<file path="config.mk">
export PLATFORM = sky130hd
export DESIGN_NAME = fetch_unit_flat
export DESIGN_NICKNAME = d
export VERILOG_FILES = /design/src/rtl/fetch_unit_if.sv /design/src/rtl/fetch_unit.sv /design/src/flat_wrapper.sv
export SDC_FILE = /design/constraint.sdc
export NUM_CORES = 1
export LEC_CHECK = 0
export ABC_AREA = 0
export CAP_MARGIN = 20
export CORE_AREA = 5 5 106 108
export DETAILED_ROUTE_END_ITERATION = 6
export DIE_AREA = 0 0 111 113
export PLACE_DENSITY = 0.76
export REMOVE_ABC_BUFFERS = 1
export SLEW_MARGIN = 25
export SYNTH_ARGS = -nofsm -noshare
export SYNTH_HDL_FRONTEND = slang
export SYNTH_SLANG_ARGS = --single-unit
</file>
<file path="constraint.sdc">
create_clock -name DCLK -period 2.8 [get_ports DCLK]
set_clock_uncertainty 0.15 [all_clocks]
set_input_delay 0.42 -clock DCLK [delete_from_list [all_inputs] [get_ports DCLK]]
set_output_delay 0.42 -clock DCLK [all_outputs]
set_load 0.005 [all_outputs]
</file>
<file path="src/rtl/fetch_unit_if.sv">
// Instruction-memory request/response bundle between the fetch unit (master)
// and the instruction memory (slave).
interface fetch_unit_if #(
    parameter int word_size = 16,
    parameter int addr_size = 16
);
    logic                 IMEM_REQ;
    logic [addr_size-1:0] IMEM_ADDR;
    logic                 IMEM_RDY;
    logic [word_size-1:0] IMEM_DATA;

    modport master (
        output IMEM_REQ,
        output IMEM_ADDR,
        input  IMEM_RDY,
        input  IMEM_DATA
    );

    modport slave (
        input  IMEM_REQ,
        input  IMEM_ADDR,
        output IMEM_RDY,
        output IMEM_DATA
    );
endinterface

</file>
<file path="src/rtl/fetch_unit.sv">
// Instruction fetch stage: requests one word at a time from instruction memory,
// holds it for decode, follows branch redirects and stops on the halt opcode.
module fetch_unit #(
    parameter int                   word_size = 16,
    parameter int                   addr_size = 16,
    parameter logic [addr_size-1:0] RESET_PC  = 16'h0000,
    parameter logic [3:0]           HALT_OP   = 4'hF
) (
    input  logic                 DCLK,
    input  logic                 RST_N,
    fetch_unit_if.master         imem,
    output logic [word_size-1:0] I_OUT,
    output logic                 I_VALID,
    input  logic                 I_ACCEPT,
    input  logic                 BR_TAKEN,
    input  logic [addr_size-1:0] BR_TARGET,
    output logic [addr_size-1:0] PC_OUT,
    output logic [15:0]          FETCH_CNT,
    output logic                 HALTED
);

    typedef enum logic [1:0] {
        S_IDLE,
        S_FETCH,
        S_HOLD,
        S_HALT
    } state_t;

    state_t               state_q, state_d;
    logic [addr_size-1:0] pc_q, pc_d;
    logic                 req_q, req_d;
    logic [addr_size-1:0] addr_q, addr_d;
    logic [word_size-1:0] iout_q, iout_d;
    logic [addr_size-1:0] pcout_q, pcout_d;
    logic                 valid_q, valid_d;
    logic [15:0]          cnt_q, cnt_d;
    logic                 halted_q, halted_d;

    logic                 is_halt_op;

    assign is_halt_op = (imem.IMEM_DATA[word_size-1 -: 4] == HALT_OP);

    always_comb begin
        // NOTE: every next-state signal defaults to its current value first, so no path
        // through the case statement can leave one unassigned and infer a latch.
        state_d  = state_q;
        pc_d     = pc_q;
        req_d    = req_q;
        addr_d   = addr_q;
        iout_d   = iout_q;
        pcout_d  = pcout_q;
        valid_d  = valid_q;
        cnt_d    = cnt_q;
        halted_d = halted_q;

        unique case (state_q)
            S_IDLE: begin
                state_d = S_FETCH;
                if (BR_TAKEN) pc_d = BR_TARGET;
            end

            // First FETCH cycle issues the request; later cycles wait for the strobe.
            // A redirect always wins and discards whatever response arrives with it.
            S_FETCH: begin
                if (BR_TAKEN) begin
                    pc_d    = BR_TARGET;
                    req_d   = 1'b0;
                    valid_d = 1'b0;
                end else if (!req_q) begin
                    req_d  = 1'b1;
                    addr_d = pc_q;
                end else if (imem.IMEM_RDY) begin
                    iout_d   = imem.IMEM_DATA;
                    pcout_d  = pc_q;
                    pc_d     = pc_q + addr_size'(1);
                    valid_d  = 1'b1;
                    req_d    = 1'b0;
                    halted_d = is_halt_op;
                    state_d  = is_halt_op ? S_HALT : S_HOLD;
                end
            end

            S_HOLD: begin
                if (BR_TAKEN) begin
                    pc_d    = BR_TARGET;
                    valid_d = 1'b0;
                    state_d = S_FETCH;
                end else if (I_ACCEPT) begin
                    valid_d = 1'b0;
                    cnt_d   = cnt_q + 16'd1;
                    state_d = S_FETCH;
                end
            end

            // Terminal until reset; the halt word itself can still be consumed once.
            S_HALT: begin
                if (valid_q && I_ACCEPT) begin
                    valid_d = 1'b0;
                    cnt_d   = cnt_q + 16'd1;
                end
            end

            default: state_d = S_IDLE;
        endcase
    end

    // NOTE: sequential state uses non-blocking assignments so every register samples
    // the pre-edge value of its inputs regardless of statement order.
    always_ff @(posedge DCLK or negedge RST_N) begin
        if (!RST_N) begin
            state_q  <= S_IDLE;
            pc_q     <= RESET_PC;
            req_q    <= 1'b0;
            addr_q   <= '0;
            iout_q   <= '0;
            pcout_q  <= '0;
            valid_q  <= 1'b0;
            cnt_q    <= '0;
            halted_q <= 1'b0;
        end else begin
            state_q  <= state_d;
            pc_q     <= pc_d;
            req_q    <= req_d;
            addr_q   <= addr_d;
            iout_q   <= iout_d;
            pcout_q  <= pcout_d;
            valid_q  <= valid_d;
            cnt_q    <= cnt_d;
            halted_q <= halted_d;
        end
    end

    assign imem.IMEM_REQ  = req_q;
    assign imem.IMEM_ADDR = addr_q;
    assign I_OUT          = iout_q;
    assign I_VALID        = valid_q;
    assign PC_OUT         = pcout_q;
    assign FETCH_CNT      = cnt_q;
    assign HALTED         = halted_q;

endmodule

</file>
<file path="src/flat_wrapper.sv">
// flat-port wrapper written by rule: the top's interface ports become plain ports
module fetch_unit_flat 
#(
    parameter int                   word_size = 16,
    parameter int                   addr_size = 16,
    parameter logic [addr_size-1:0] RESET_PC  = 16'h0000,
    parameter logic [3:0]           HALT_OP   = 4'hF
)
  (DCLK, RST_N, I_OUT, I_VALID, I_ACCEPT, BR_TAKEN, BR_TARGET, PC_OUT, FETCH_CNT, HALTED, imem_IMEM_REQ, imem_IMEM_ADDR, imem_IMEM_RDY, imem_IMEM_DATA);
  fetch_unit_if #(.word_size(word_size), .addr_size(addr_size)) imem_i ();
  input  logic DCLK;
  input  logic RST_N;
  output logic [word_size-1:0] I_OUT;
  output logic I_VALID;
  input  logic I_ACCEPT;
  input  logic BR_TAKEN;
  input  logic [addr_size-1:0] BR_TARGET;
  output logic [addr_size-1:0] PC_OUT;
  output logic [15:0] FETCH_CNT;
  output logic HALTED;
  output wire logic [$bits(imem_i.IMEM_REQ)-1:0] imem_IMEM_REQ;
  output wire logic [$bits(imem_i.IMEM_ADDR)-1:0] imem_IMEM_ADDR;
  input wire logic [$bits(imem_i.IMEM_RDY)-1:0] imem_IMEM_RDY;
  input wire logic [$bits(imem_i.IMEM_DATA)-1:0] imem_IMEM_DATA;
  assign imem_IMEM_REQ = imem_i.IMEM_REQ;
  assign imem_IMEM_ADDR = imem_i.IMEM_ADDR;
  assign imem_i.IMEM_RDY = imem_IMEM_RDY;
  assign imem_i.IMEM_DATA = imem_IMEM_DATA;
  fetch_unit #(.word_size(word_size), .addr_size(addr_size), .RESET_PC(RESET_PC), .HALT_OP(HALT_OP)) u_core (.DCLK(DCLK), .RST_N(RST_N), .imem(imem_i), .I_OUT(I_OUT), .I_VALID(I_VALID), .I_ACCEPT(I_ACCEPT), .BR_TAKEN(BR_TAKEN), .BR_TARGET(BR_TARGET), .PC_OUT(PC_OUT), .FETCH_CNT(FETCH_CNT), .HALTED(HALTED));
endmodule
</file>
== Yosys cells after proc, flatten, opt, wreduce, memory -nomap -nowiden ==
Cells that the tools add are included.
Storage, ports and cells
  bits in writable memories: 0
  input bits: 37
  bits in registers: 85
  memories: 0
  ROM bits: 0
  output and inout port bits: 67
  latch bits: 0
  logic and storage cells: 66
Operators by class
  reduce and logical (&&, ||, !) cells: 13
  multipliers: 0
  add/subtract/negate cells: 2
  bitwise logic cells: 2
  multiplexer cells: 26
  shift operators: 0
  $lt $le $gt $ge: 0
  equal/unequal tests: 14
  divide/modulo/power cells: 0
Operators by type and width (number)
  $mux 16: 7
  $pmux 16 s2: 2
  $add 16x1->16 const B: 2
  $reduce_and 4->1: 3
  $mux 1: 10
  $mux 2: 5
  $reduce_and 5->1: 2
  $ne 2x2->1 const B: 4
  $ne 2x1->1 const B: 3
  $ne 3x3->1 const B: 2
  $pmux 2 s3: 1
  $reduce_bool 3->1: 2
  $eq 2x2->1 const B: 2
  $eq 4x4->1 const B: 1
  $reduce_bool 2->1: 2
  $ne 3x2->1 const B: 1
  $pmux 1 s3: 1
  $reduce_and 3->1: 1
  $eq 2x1->1 const B: 1
  $logic_not 2->1: 1
  $not 1->1: 2
  $reduce_or 2->1: 1
  $logic_and 1x1->1: 1

== Depth between registers and ports, before layout ==
Gate-level depths: netlist (run 1).
  depth after elaboration: 6
  depth in mapped cells: 9

== Least setup slack after synthesis (run 1) ==
Ideal clock, no wire load.
  path type: register to register
  start point: register u_core.state_q[0]
  end point: register u_core.pc_q[11]
  stages on the path, launching flop included: 9
  buffers on the path: 2
  path slack: 786 ps
  period minus slack after synthesis: 2014 ps
  setup time: 123 ps
  arrival time: 1741 ps
  path through: dfrtp_1 > inv_1 > ha_1 > buf_2 > or3_1 > clkbuf_1 > or3_1 > o22ai_1 > a2bb2oi_2
Between the ends
  cells in the longest elaborated chain, start to end: 4
  elaborated cells on any way between the ends: 10
  classes of those cells: eq/ne (5); mux (1); reduce/logical (4)
RTL lines
  start: declaration: RTL line fetch_unit.sv:29  | state_t state_q, state_d;
  start signal: assignment: RTL line fetch_unit.sv:121  | state_q <= state_d;
  $eq 2x2->1 or $logic_not 2->1 (tied branches): RTL line fetch_unit.sv:56  | unique case (state_q)
  $reduce_or 2->1 (no source line)
  $ne 2x1->1 (no source line) or $reduce_bool 2->1 (tied branches)
  $reduce_and 4->1 (no source line)
  end signal: assignment: RTL line fetch_unit.sv:122  | pc_q <= pc_d;
  end: declaration: RTL line fetch_unit.sv:30  | logic [addr_size-1:0] pc_q, pc_d;
Several ways; a longest one is shown, not always the timed one.
A chain may end at the register's enable or synchronous reset.

== Worst setup path after layout (run 1) ==
  start point: register u_core.state_q[1]
  end point: register u_core.addr_q[2], in the netlist u_core.imem.IMEM_ADDR[2]
Between the ends
  cells in the longest elaborated chain, start to end: 2
RTL lines
  $eq 2x1->1: RTL line fetch_unit.sv:56
  $reduce_and 3->1 (no source line)
  end signal: assignment: RTL line fetch_unit.sv:124  | addr_q <= addr_d;
  end: declaration: RTL line fetch_unit.sv:32  | logic [addr_size-1:0] addr_q, addr_d;
Every way passes these cells.

==> flow_summary.yaml, run 1 <==
synth:
  netlist_instances: 330
  synth_enable_flop_cells: 0
  synth_ff_type: "dfrtp_1"
  synth.distinct_cells: 53
  synth_seq_area_share_pct: 53.8
  ys_async_sr_fraction_pct: 100
  syn_area_per_cell_um2: 12.0
  ys_ff_latch: 85
  yosysWarningCount: 0
  syn_area_mm2: 0.00395
finish:
  design_area_mm2: 0.00545
  area_growth_pct: 38.0
  antenna_cells: 0
  drive_above_1_share_pct: 16.3
  seq_area_mm2: 0.00213
  fillers: 874
  nets: 482
  mostFrequentLayoutCells: "102 x clkdlybuf4s50_1, 85 x dfrtp_1, 30 x mux2_2"
  final_util_pct: 53.8
  layout_commonest_cell: "clkdlybuf4s50_1"
  multi_input_area_mm2: 0.00170
flow_run:
  max_cap_viol_count: 0
global_routing:
  grt_pass1_wl_um: 15800
  globalRoute.totalOverflow: 0
  track_usage_pct: 15.6
  grt_max_degree: 51
  antenna_found_initial: 0
  grt_pass1_vias: 3121
setup_path:
  path_cells: "inv_1 > ha_1 > nor3b_4 > buf_12 > mux2_2"
  cp-end-kind: "flop"
  critPathKind: "flop to flop"
  slowest_delay_ns: 0.49
  worst_path_max_delay_cell: "nor3b_4"
  cp_max_fo: 11
  cp_data_arrival_time_ns: 2.36
  cp-start-kind: "flop"
  required_ns: 2.90
die:
  rows: 37
  dieArea_mm2: 0.0125
  coreArea_mm2: 0.0101
  die_y_um: 113
  ioPinCount: 104
  dieWidth_um: 111
  initial_core_util_pct: 39.0
sta:
  fin_crit_sh_pct: 80.7
  setup_violations: 0
  min_period_ns: 2.26
  worst_slew_pin_slew_ns: 0.686
  drv_slew: 0
  setup-tns-final_ns: 0
  rsz0062_at_grt: "no"
  hold_viol: 0
  whs_ns: 0.329
  fmax_mhz: 442
  max-slew-margin-rel_pct: 54.3
routing:
  drt_first_iter_violations: 139
  vias_per_cell: 5.26
  ant_nets: 0
  drc: 0
  vias: 3045
  wl_per_cell_um: 16.5
  dr.pass1.iters: 4
  wl_um: 9530
cts:
  htree_levels: 3
  cts_buffer_depth: 2
  cts_tree: "built"
  cts_num_sinks: 85
  clkLatencyLatePin_ns: 0.37
  cts_root_buffer: "clkbuf_8"
  cts_made_buffers: 9
  clk_pin_slew_worst_paths_ns: 0.08
  postCtsSetupBuffers: 0
placement:
  gp_congestion: 0.875
  portBuffers: 103
  dp_hpwl_um: 6890
  placed_area_mm2: 0.00517
power_and_ir_drop:
  total_power_mw: 5.49
  power_density_mw_per_mm2: 1010
  p_leak_nw: 2.28
  vdd.ir_drop.worst_v: 0.000359
outcome:
  status: "finished clean"
min_path:
  hold_path_class: "flop to flop"
[stage by stage]
stage	std cells	worst slack [ns]
after floorplan	314	0.127
after global placement	562	0.453
after detailed placement	562	0.441
after CTS	579	0.547
after global routing	579	0.421
final	579	0.540
[cell families (layout without fill, tap and decap cells)]
group | after synthesis | in the layout | share of synthesized area (%)
AOI/OAI and AO/OA | 66 | 66 | 11.8
and+or+nand+nor | 78 | 78 | 11.6
xor gates and xnor gates | 15 | 15 | 3.33
DFF | 85 | 85 | 53.8
adders and majority gates | 7 | 7 | 2.22
buffers and inverters | 30 | 143 | 3.26
muxes | 49 | 49 | 13.9
[worst max-delay path: cells and delay by family (launching register included)]
| family | cells | cell delay, ns |
|---|---|---|
| AND/OR/NAND/NOR | 1 | 0.49 |
| adder cells (fa/ha/maj) | 1 | 0.42 |
| flip-flops | 1 | 0.44 |
| multiplexers | 1 | 0.34 |
| buffers and inverters | 2 | 0.30 |
[registers in the layout, summed over array words and instances, names as in the netlist]
register               flops
u_core.imem.IMEM_ADDR     16
u_core.I_VALID             1
u_core.pc_q               16
u_core.HALTED              1
u_core.PC_OUT             16
u_core.state_q             2
u_core.imem.IMEM_REQ       1
u_core.I_OUT              16
u_core.FETCH_CNT          16
[synthesized netlist by cell type (2+ instances only)]
library cell,number,area (µm²)
a21oi_1,12,60.1
a22o_1,2,17.5
a2bb2oi_1,7,61.3
a31oi_1,4,25.0
and3_1,2,12.5
and4_1,2,17.5
buf_2,13,65.1
clkbuf_1,3,11.3
dfrtp_1,85,2130
ha_1,7,87.6
inv_1,13,48.8
mux2_1,18,203
mux2_2,30,338
nand2_1,25,93.8
nand3_1,11,55.1
nand4_1,4,25.0
nand4_2,2,25.0
nor2_1,7,26.3
nor3_1,8,40.0
nor4_1,3,18.8
nor4_2,3,37.5
o21a_1,2,15.0
o21ai_0,14,70.1
o22ai_1,7,43.8
o32ai_1,2,17.5
or3_1,4,25.0
xnor2_1,7,61.3
xor2_1,8,70.1
[worst paths after layout]
path,from,end,slack [ns],cells after the start
max,u_core.state_q[1],u_core.imem.IMEM_ADDR[2],0.54,5
min,u_core.FETCH_CNT[15],u_core.FETCH_CNT[15],0.33,1
max reg2reg,u_core.state_q[1],u_core.imem.IMEM_ADDR[2],0.54,5
min reg2reg,u_core.FETCH_CNT[15],u_core.FETCH_CNT[15],0.33,1
max in group asynchronous,RST_N,u_core.PC_OUT[5],1.39,3
min in group asynchronous,RST_N,u_core.FETCH_CNT[1],0.47,2
[power by group]
| group | switching [mW] | internal (mW) | leakage [nW] |
|---|---|---|---|
| clock network | 0.449 | 0.707 | 0.136 |
| logic | 0.853 | 1.32 | 1.15 |
| registers | 0.431 | 1.73 | 0.995 |
| total | 1.73 | 3.76 | 2.28 |
[timing repair]
item                                   4_1_cts  5_1_grt
endpoints found under the hold margin       49        0
gates resized for setup                      0        0
hold buffers                                 1        0
[routing by layer]
layer | up-vias | routed length, µm | global-route usage (%)
li1 | 1415 | - | -
met1 | 1525 | 4100 | 19.0
met2 | 94 | 4680 | 26.1
met3 | 11 | 638 | 5.29
met4 | 0 | 112 | 5.17
met5 | - | 0 | 0
[layout make-up]
class                      instances  area share (%)
clock buffer                      10            2.52
timing repair buffer             113            20.7
multi-input combinational        215            31.2
inverter                          14           0.964
sequential                        85            39.0
tap                              136            3.12
clock inverter                     6            2.46
Power figures use the tool's default switching activity.
==> run 2: changes to the inputs <==
==> constraint.sdc (replaced) <==
create_clock -name DCLK -period 2.1 [get_ports DCLK]
set_clock_uncertainty 0.15 [all_clocks]
set_input_delay 0.315 -clock DCLK [delete_from_list [all_inputs] [get_ports DCLK]]
set_output_delay 0.315 -clock DCLK [all_outputs]
set_load 0.005 [all_outputs]
==> run 2 against run 1 <==
Compared with the run above: first-iteration DRC count decreased by 18%; clock power increased by 12%; total power increased by 32%; combinational power increased by 44%; worst setup slack got worse by 0.43 ns; sequential share of layout area decreased by 1.2 points; highest routed layer unchanged; final cell count increased by 2.9%; non-clock buffer count increased by 17; flip-flop and latch count unchanged.
==> flow_summary.yaml, run 2 (synthesis results as in run 1) <==
power_and_ir_drop:
  total_power_mw: 7.27
  power_frac_comb_pct: 43.2
  vdd.ir_drop.worst_v: 0.000563
  switching_share_pct: 32.4
  pwr-share-clk_pct: 17.8
  p_sw_mw: 2.36
  p_seq_share_pct: 39.0
  power.internal_mw: 4.92
  p_leak_nw: 2.34
  power_density_mw_per_mm2: 1290
global_routing:
  grt_pass1_vias: 3161
  track_usage_pct: 15.9
  grt_max_degree: 34
  grt_pass1_wl_um: 16300
  globalRoute.totalOverflow: 0
  antenna_found_initial: 0
die:
  dieArea_mm2: 0.0125
  initial_core_util_pct: 39.0
  dieWidth_um: 111
  die_y_um: 113
  ioPinCount: 104
  coreArea_mm2: 0.0101
  rows: 37
cts:
  clk_pin_slew_worst_paths_ns: 0.09
  cts_tree: "built"
  cts_num_sinks: 85
  cts_made_buffers: 9
  htree_levels: 3
  cts_buffer_depth: 2
  clkLatencyLatePin_ns: 0.35
  cts_root_buffer: "clkbuf_8"
outcome:
  status: "finished clean"
sta:
  min_period_ns: 1.99
  final_critical_path_setup_slack_ns: 0.110
  max-slew-margin-rel_pct: 68.6
  setup_violations: 0
  fin_crit_sh_pct: 94.8
  worst_slew_pin_slew_ns: 0.471
  rsz0062_at_grt: "no"
  drv_slew: 0
  fmax_mhz: 502
  hold_viol: 0
routing:
  drc: 0
  vias: 3050
  wl_um: 9690
  dr.pass1.iters: 4
  vias_per_cell: 5.12
  wl_per_cell_um: 16.3
  drt_first_iter_violations: 114
  ant_nets: 0
flow_run:
  max_cap_viol_count: 0
finish:
  layout_commonest_cell: "clkdlybuf4s50_1"
  antenna_cells: 0
  nets: 499
  mostFrequentLayoutCells: "102 x clkdlybuf4s50_1, 85 x dfrtp_1, 30 x mux2_2"
  drive_above_1_share_pct: 20.9
  fillers: 851
  area_growth_pct: 42.3
setup_path:
  crit_top_cell: "buf_4"
  cp-start-kind: "flop"
  cp-end-kind: "flop"
  path_cells: "inv_2 > ha_2 > and4bb_1 > o32a_1 > buf_4 > buf_4 > a22o_1"
  worst_path_max_delay_cell: "dfrtp_1"
  required_ns: 2.20
  slowest_delay_ns: 0.43
  cp_max_fo: 6
  critPathKind: "flop to flop"
  cp_data_arrival_time_ns: 2.09
placement:
  portBuffers: 103
  dp_slack_ns: 0.0195
  dp_hpwl_um: 7140
  gp_congestion: 0.870
min_path:
  hold_path_class: "primary input to asynchronous set/reset pin"
[run 2: changes by cell type in the layout (fill, tap and decap cells not counted), moves of 2 or more]
cell,change
bufinv_16,-2
buf_4,+14
ha_1,-3
ha_2,+2
buf_6,+2
[run 2: final cells by class]
type                       count  area, µm²  area share (%)
inverter                      14       52.6           0.935
clock buffer                  10        138            2.45
clock inverter                 6       86.3            1.54
tap                          136        170            3.03
timing repair buffer         130       1280            22.8
multi-input combinational    215       1770            31.4
sequential                    85       2130            37.9
[run 2: timing repair]
item	4_1_cts	5_1_grt
buffers inserted	0	5
hold endpoints to repair	31	0
hold buffers	1	0
resized for setup	0	15
endpoints found under the setup margin	0	30
[run 2: per-stage QoR]
step / setup TNS, ns / instances / util, % / hold WS [ns] / instance area [µm²]
final: 0 / 596 / 55.4 / 0.303 / 5620
after detailed placement: 0 / 574 / 52.0 / 0.156 / 5270
after CTS: 0 / 591 / 54.3 / 0.304 / 5510
after floorplan: -11.42 / 314 / - / -0.131 / 3870
after global routing: 0 / 596 / 55.4 / 0.352 / 5620
after global placement: 0 / 574 / 52.0 / 0.147 / 5270
[run 2: worst max-delay path, delay by kind of cell, from the launching register on]
| kind | cells | cell delay (ns) |
|---|---|---|
| AO/OA/AOI/OAI | 2 | 0.45 |
| flip-flops | 1 | 0.43 |
| buffers and inverters | 3 | 0.41 |
| adder cells (fa/ha/maj) | 1 | 0.22 |
| AND/OR/NAND/NOR | 1 | 0.21 |
[run 2: power groups by stage]
stage | Sequential (mW) | Clock [mW] | Combinational (mW)
floorplan | 2.83 | 0 | 1.37
global placement | 2.84 | 0 | 3.01
detailed placement | 2.88 | 0 | 3.08
CTS | 2.85 | 1.34 | 3.09
global route | 2.95 | 1.42 | 3.41
finish | 2.84 | 1.30 | 3.14
[run 2: worst paths after layout]
kind | endpoint | slack [ns] | cells after the start | from
setup / recovery | u_core.pc_q[13] | 0.11 | 7 | u_core.state_q[0]
hold / removal | u_core.imem.IMEM_REQ | 0.30 | 2 | RST_N
setup reg to reg | u_core.pc_q[13] | 0.11 | 7 | u_core.state_q[0]
hold reg to reg | u_core.FETCH_CNT[15] | 0.33 | 1 | u_core.FETCH_CNT[15]
max in group asynchronous | u_core.imem.IMEM_ADDR[7] | 0.84 | 3 | RST_N
min in group DCLK | u_core.FETCH_CNT[15] | 0.33 | 1 | u_core.FETCH_CNT[15]
[run 2: per-layer routing]
| layer | up-vias | track usage, % | part of all wire (%) |
|---|---|---|---|
| met3 | 8 | 3.69 | 6.0 |
| li1 | 1452 | - | - |
| met5 | - | 0 | 0 |
| met4 | 0 | 5.17 | 1.0 |
| met1 | 1513 | 20.2 | 43 |
| met2 | 77 | 27.1 | 50 |
==> run 3: changes to the inputs <==
--- a/config.mk
+++ b/config.mk
@@ -6,10 +6,10 @@
 export NUM_CORES = 1
 export LEC_CHECK = 0
 export ABC_AREA = 0
-export CAP_MARGIN = 20
-export CORE_AREA = 5 5 106 108
+export CAP_MARGIN = 40
+export CORE_AREA = 2 2 103 105
 export DETAILED_ROUTE_END_ITERATION = 6
-export DIE_AREA = 0 0 111 113
+export DIE_AREA = 0 0 105 107
 export PLACE_DENSITY = 0.76
 export REMOVE_ABC_BUFFERS = 1
 export SLEW_MARGIN = 25
==> run 3 against run 2 <==
Compared with the run above: non-clock buffer count decreased by 3; die area decreased by 10%; worst hold slack improved by 0.036 ns; utilization decreased by 0.69 points; maximum frequency about the same; sequential power about the same; largest cell class unchanged; critical endpoint is now u_core.FETCH_CNT[15]; critical path depth unchanged; global-route usage increased by 1.0 points; clock power decreased by 10%; final area decreased by 1.7%; total power decreased by 2.8%.
==> flow_summary.yaml, run 3 (synthesis results as in run 1) <==
outcome:
  status: "finished clean"
min_path:
  hold_path_class: "flop to flop"
  min_path_cells: 1
power_and_ir_drop:
  vdd.ir_drop.worst_v: 0.000469
  p_leak_nw: 2.31
  power_density_mw_per_mm2: 1280
  total_power_mw: 7.07
die:
  rows: 37
  ioPinCount: 104
  dieWidth_um: 105
  coreArea_mm2: 0.0101
  initial_core_util_pct: 39.1
  dieArea_mm2: 0.0112
  die_y_um: 107
routing:
  drc: 0
  vias_per_cell: 5.22
  ant_nets: 0
  wl_met2_um: 4550
  wl_met3_um: 634
  drt_first_iter_violations: 101
  drt-met1-wl_um: 4160
  wl_per_cell_um: 15.9
  dr.pass1.iters: 5
  vias: 3088
  top_layer: "met4"
  wl_um: 9430
setup_path:
  rr_worst_depth: 7
  cp_data_arrival_time_ns: 2.11
  cp-start-kind: "flop"
  cp-end-kind: "flop"
  cp-startpoint: "u_core.state_q[0]"
  required_ns: 2.22
  reg2reg_slack_ns: 0.11
  regToRegEndpoint: "u_core.FETCH_CNT[15]"
  timing.rr.start: "u_core.state_q[0]"
  endpoint: "u_core.FETCH_CNT[15]"
  critPathKind: "flop to flop"
  cp_max_fo: 6
placement:
  dp_hpwl_um: 6780
  placed_area_mm2: 0.00528
  portBuffers: 103
  gp_congestion: 0.889
cts:
  cts_tree: "built"
  clk_pin_slew_worst_paths_ns: 0.09
  cts_buffer_depth: 2
  cts_made_buffers: 9
  cts_root_buffer: "clkbuf_8"
  clkLatencyLatePin_ns: 0.35
  htree_levels: 3
  cts_num_sinks: 85
finish:
  design_area_mm2: 0.00552
  layout_commonest_cell: "clkdlybuf4s50_1"
  nets: 496
  drive_above_1_share_pct: 19.3
  area_growth_pct: 39.8
  antenna_cells: 0
  mostFrequentLayoutCells: "102 x clkdlybuf4s50_1, 84 x dfrtp_1, 30 x mux2_2"
global_routing:
  grt_pass1_wl_um: 15200
  track_usage_pct: 17.0
  antenna_found_initial: 0
  grt_max_degree: 86
  globalRoute.totalOverflow: 0
  grt_pass1_vias: 2988
sta:
  hold_viol: 0
  max-slew-margin-rel_pct: 68.2
  drv_slew: 0
  setup_violations: 0
  min_period_ns: 1.99
  setup-tns-final_ns: 0
  worst_slew_pin_slew_ns: 0.476
  fin_crit_sh_pct: 94.7
  fmax_mhz: 503
flow_run:
  max_cap_viol_count: 0
## run 3: what timing repair did
item	4_1_cts	5_1_grt
hold buffers	1	0
hold endpoints to repair	85	0
setup buffers	0	1
gates resized for setup	0	6
setup endpoints to repair	0	13
## run 3: layer usage
metal	up-vias	track usage [%]
met3	8	5.53
met5	-	0
met2	98	27.1
met4	0	3.52
met1	1540	22.7
li1	1442	-
## run 3: worst min-delay path by stage
stage | start | end | slack [ns]
2_1_floorplan | RST_N | u_core.FETCH_CNT[0] | -0.13
3_3_place_gp | RST_N | u_core.FETCH_CNT[1] | 0.23
3_5_place_dp | RST_N | u_core.FETCH_CNT[1] | 0.24
4_1_cts | u_core.imem.IMEM_ADDR[12] | u_core.imem.IMEM_ADDR[12] | 0.34
5_1_grt | u_core.imem.IMEM_ADDR[12] | u_core.imem.IMEM_ADDR[12] | 0.36
6_report | u_core.imem.IMEM_ADDR[11] | u_core.imem.IMEM_ADDR[11] | 0.34
## run 3: power by group
group / internal (mW) / switching (mW)
registers: 2.30 / 0.552
clock network: 0.578 / 0.594
logic: 1.86 / 1.18
## run 3: layout make-up
cell class                      count  area, µm²
Clock buffer                       10        138
Fill cell                         920       4570
Timing Repair Buffer              127       1250
Tap cell                          136        170
Inverter                           14       52.6
Sequential cell                    85       2130
Multi-Input combinational cell    215       1730
Clock inverter                      5       58.8
## run 3: metrics by stage
| stage | cells | hold WS [ns] | setup slack (ns) | util (%) |
|---|---|---|---|---|
| 6_report | 592 | 0.339 | 0.111 | 54.7 |
| 5_1_grt | 592 | 0.356 | -0.0175 | 54.7 |
| 4_1_cts | 591 | 0.342 | 0.0146 | 54.4 |
| 3_5_place_dp | 575 | 0.240 | -0.0687 | 52.3 |
| 3_3_place_gp | 575 | 0.235 | 0.00125 | 52.3 |
| 2_1_floorplan | 314 | -0.131 | -0.573 | - |
## run 3: worst max-delay path, cell delays in order, from the launching register on
cell and delay (ns):
dfrtp_1 0.38, inv_1 0.11, ha_1 0.25, buf_4 0.17, mux2_2 0.20, nand4_4 0.15
nor4_4 0.33, xor2_1 0.17
